<file path="src/rtl/status_flag_unit.sv">
// NZCV status register: derives flags from the ALU result, holds sr plus one exception-saved copy.
// Zero-latency bypass on sr_next, sr registered one cycle later; no backpressure, inputs sampled every cycle.
module status_flag_unit #(
  parameter int          DW     = 32,
  parameter logic [3:0]  SR_RST = 4'b0000
) (
  input  logic          clk,
  input  logic          rst,
  input  logic [DW-1:0] alu_result,
  input  logic          a_msb,
  input  logic          b_msb,
  input  logic          alu_carry,
  input  logic          shift_carry,
  input  logic [1:0]    op_kind,
  input  logic          s_bit,
  input  logic          cond_pass,
  input  logic          stall,
  input  logic          flush,
  input  logic          sr_wr,
  input  logic [3:0]    sr_wdata,
  input  logic          exc_save,
  input  logic          exc_restore,
  output logic [3:0]    sr,
  output logic [3:0]    sr_next,
  output logic [3:0]    saved_sr,
  output logic          flags_updated
);

  localparam logic [1:0] OP_LOGIC  = 2'b00;
  localparam logic [1:0] OP_ADD    = 2'b01;
  localparam logic [1:0] OP_SUB    = 2'b10;
  localparam logic [1:0] OP_LSHIFT = 2'b11;

  logic       res_msb;
  logic       flag_n;
  logic       flag_z;
  logic       flag_c;
  logic       flag_v;
  logic       upd;
  logic [3:0] cand;

  assign res_msb = alu_result[DW-1];
  assign flag_n  = res_msb;
  assign flag_z  = (alu_result == '0);

  // Logic-class ops keep C and/or V from the current register, not from sr_next.
  always_comb begin
    flag_c = sr[1];
    flag_v = sr[0];
    case (op_kind)
      OP_LOGIC: begin
        flag_c = sr[1];
        flag_v = sr[0];
      end
      OP_ADD: begin
        flag_c = alu_carry;
        flag_v = (a_msb == b_msb) && (res_msb != a_msb);
      end
      OP_SUB: begin
        flag_c = alu_carry;
        flag_v = (a_msb != b_msb) && (res_msb != a_msb);
      end
      OP_LSHIFT: begin
        flag_c = shift_carry;
        flag_v = sr[0];
      end
      default: begin
        flag_c = sr[1];
        flag_v = sr[0];
      end
    endcase
  end

  assign cand = {flag_n, flag_z, flag_c, flag_v};
  assign upd  = s_bit & cond_pass & ~stall & ~flush;

  always_comb begin
    sr_next = sr;
    if (rst)              sr_next = SR_RST;
    else if (exc_restore) sr_next = saved_sr;
    else if (sr_wr)       sr_next = sr_wdata;
    else if (upd)         sr_next = cand;
  end

  // saved_sr captures the pre-edge sr, so save+restore in one cycle swaps the pair.
  always_ff @(posedge clk) begin
    sr            <= sr_next;
    flags_updated <= ~rst & (exc_restore | sr_wr | upd);
    if (rst)           saved_sr <= SR_RST;
    else if (exc_save) saved_sr <= sr;
  end

endmodule

</file>
<file path="config.mk">
export PLATFORM = sky130hd
export DESIGN_NAME = status_flag_unit
export DESIGN_NICKNAME = d
export VERILOG_FILES = /design/src/rtl/status_flag_unit.sv
export SDC_FILE = /design/constraint.sdc
export NUM_CORES = 1
export LEC_CHECK = 0
export ABC_AREA = 1
export CAP_MARGIN = 20
export CORE_MARGIN = 5
export CORE_UTILIZATION = 25
export DETAILED_ROUTE_END_ITERATION = 12
export PLACE_DENSITY = 0.8
export SYNTH_ARGS = -nofsm -noshare
export SYNTH_HDL_FRONTEND = slang
export SYNTH_SLANG_ARGS = --single-unit
export TNS_END_PERCENT = 30
</file>
<file path="constraint.sdc">
create_clock -name clk -period 1.1 [get_ports clk]
set_input_delay 0.165 -clock clk [delete_from_list [all_inputs] [get_ports clk]]
set_output_delay 0.165 -clock clk [all_outputs]
set_load 0.05 [all_outputs]
</file>
==> summary.txt <==
Layout
  – Share of layout cells above drive strength 1: 0.5172
  – Post-route cell area: 1564 µm²
  – Nets: 229
  – Area growth from synthesis to layout: 152.5%
  – Count of inserted antenna diode cells: 0
  – Fillers: 224

Timing
  – Clock skew: 0.1023 ps
  – # setup viols final: 4
  – Final WS setup: -206.5 ps
  – Hold Slack: 221.4 ps
  – Worst relative slew slack: 0.8049
  – RSZ-0062 raised after global routing: true
  – Final slew viol count: 0
  – Worst slew pin tran: 291.3 ps
  – Period utilization: 1.188
  – FMAX: 765.4 MHz
  – Final hold violation count: 0
  – Min cycle time layout: 1306 ps

Synthesis
  – Synth Area in Compound Gates: 0.1717
  – Multiplexer share of the synthesized area: 0
  – Syn_area_per_cell: 6.320 µm²
  – Xor and xnor fraction of the mapped netlist area: 0.01414
  – Largest family of logic cells by synthesized area: simple AND/OR/NAND/NOR gates
  – Cells after Synth: 98
  – Post-synth net total: 152
  – Post-Synth Simple-Gate Area: 0.4081
  – Ys Warns: 0
  – Synthesized cell area: 619.3 µm²
  – Adder-cell area share of the yosys netlist: 0.06061
  – Synth cell types: 20
  – Sequential area share after synthesis: 0.2909
  – Yosys reg bits: 9

Worst hold path
  – Hold crit path type: in2reg

Power
  – VDD IR-drop max: 0.0007324 V
  – Leak: 0.6884 nW
  – Power Density: 783.3 nW/µm²
  – Total chip power: 1.225 mW

Global routing
  – GRT met2 Usage: 0.2963
  – GRT Overall Usage: 0.1632
  – GR Layer Usage met1: 0.1855
  – Initial antenna violation count: 0
  – Vias in the first global route: 971
  – First-pass GRT wire length: 4.422 mm
  – Total grt overflow: 0
  – Largest net degree at the start of global routing: 6
  – Routing usage on met3: 0.04104
  – Busiest grt layer: met2

Setup path
  – Data required, critical path: 940 ps
  – Critical Path AT: 1140 ps
  – Critical path class: reg2out
  – CP max FO: 2
  – CP Capture Type: output pin
  – Worst setup SP type: flop

CTS
  – Clk sinks: 9
  – CTS max path bufs: 2
  – Num CTS Buffers: 3
  – H-tree depth: 1
  – CTS tree: done
  – Reg clk slew, reported paths: 60 ps
  – Clock Latency Late Sink: 260 ps
  – Clk root buf: clkbuf_4
  – Hold buffers post-CTS: 0

Die
  – Core area: 2432 µm²
  – Starting Density: 0.2546
  – Rows: 18
  – I/O pins: 64
  – Chip Height: 59.78 µm
  – Chip Width: 59.78 µm
  – Die area: 3573 µm²

Placed design
  – Detailed placer's ending HPWL: 2.225 mm
  – Gpl congestion: 0.8014
  – DP Area: 1506 µm²
  – Port Buffer Count: 63

Route
  – DRT antenna net count: 0
  – DRT iter0 DRCs: 16
  – Via Count: 915
  – Final wirelength: 2.680 mm
  – DRT Pass-1 Iters: 4
  – Via density: 4.485
  – DRC viols: 0
  – Average wire per standard cell: 13.14 µm

Status
  – Status: complete, but fails checks
  – Failing checks: setup timing

Run
  – Max-cap viol count: 0
-- per-layer routing --
layer,vias to the layer above,part of all wire
met1,410,0.37
met3,2,0.079
li1,470,-
met4,0,0.0030
met5,-,0
met2,33,0.55
-- state kept, by name (all words and copies together), names as in the netlist --
| register | cells |
|---|---|
| saved_sr | 4 |
| sr | 4 |
| flags_updated | 1 |
-- per-stage QoR --
| step | setup slack (ps) | utilization | instances | TNS, ps |
|---|---|---|---|---|
| floorplan | -177.8 | - | 98 | -973.3 |
| global placement | -690.3 | 0.6193 | 196 | -4050 |
| detailed placement | -717.3 | 0.6193 | 196 | -4445 |
| CTS | -242.7 | 0.6456 | 203 | -915.2 |
| global route | -265.1 | 0.6430 | 204 | -1004 |
| finish | -206.5 | 0.6430 | 204 | -755.3 |
-- critical path: stages, from the launching register on --
cell and delay [ps]:
dfxtp_4 340, o211ai_1 280, a21oi_4 110, buf_12 160
-- power breakdown --
part | leakage, nW | internal (mW) | switching, mW | total, mW
Combinational | 0.596 | 0.317 | 0.283 | 0.601
Sequential | 0.0776 | 0.349 | 0.0226 | 0.372
Clock | 0.0150 | 0.140 | 0.113 | 0.252
-- cells in the final DEF, fill, tap and decap left out, types with 2 or more instances in the layout --
master	synthesis	routed
buf_4	0	8
buf_12	0	13
dfxtp_2	0	5
dfxtp_1	9	2
o221ai_2	0	2
o21ai_0	4	4
clkbuf_4	0	3
ha_4	0	2
dlygate4sd2_1	0	5
inv_1	8	2
clkdlybuf4s50_1	0	4
clkbuf_2	0	10
a21oi_4	0	2
nand2_1	18	16
buf_2	0	12
dfxtp_4	0	2
inv_2	0	4
nand3_1	3	2
buf_6	0	3
nand2_2	2	3
nor2_2	0	5
clkdlybuf4s15_1	0	14
buf_8	0	2
nor2_1	35	29
-- timing repair --
item	CTS	global route
endpoints found under the hold margin	0	0
gates resized for setup	134	21
buffers inserted	3	1
endpoints found under the setup margin	8	4
pin swaps	49	25
-- cell type report --
cell class	instances	area, µm²	area share
multi-input cells	80	534.3	0.3416
well taps	30	37.54	0.02400
inverters	9	42.54	0.02720
repair buffers	72	729.5	0.4664
flip-flops and latches	9	193.9	0.1240
clock buffers	4	26.28	0.01680
-- final timing paths --
| path | startpoint | depth (start not counted) | end | slack (ps) |
|---|---|---|---|---|
| worst max-delay path | sr[3] | 3 | sr_next[3] | -210 |
| worst max register to register | sr[0] | 3 | sr[0] | 230 |
| worst min register to register | sr[1] | 2 | saved_sr[1] | 530 |
| worst min-delay path | s_bit | 3 | flags_updated | 220 |
-- kinds of logic after synthesis --
kind of cell / Yosys count
xor+xnor: 1
compound gates: 16
buf+inv: 9
flops: 9
simple gates: 60
fa+ha+maj: 3
-- synth_stat cells --
| cell type | n | area (µm²) |
|---|---|---|
| xnor2_1 | 1 | 8.760 |
| o21ai_0 | 4 | 20.02 |
| o21ai_1 | 1 | 5.000 |
| ha_1 | 3 | 37.54 |
| o211ai_1 | 1 | 7.510 |
| o221ai_1 | 2 | 17.52 |
| clkinv_1 | 1 | 3.750 |
| nor3_4 | 1 | 16.27 |
| nand3_1 | 3 | 15.01 |
| nor2_1 | 35 | 131.4 |
| nand3_2 | 1 | 10.01 |
| nand2_1 | 18 | 67.56 |
| o21ai_2 | 1 | 8.760 |
| inv_1 | 8 | 30.03 |
| dfxtp_1 | 9 | 180.2 |
| a21boi_1 | 1 | 7.510 |
| o221a_2 | 1 | 11.26 |
| nand2_2 | 2 | 12.51 |
| a21oi_1 | 4 | 20.02 |
| a22o_1 | 1 | 8.760 |
No activity file was read; power rests on OpenSTA's default activity.
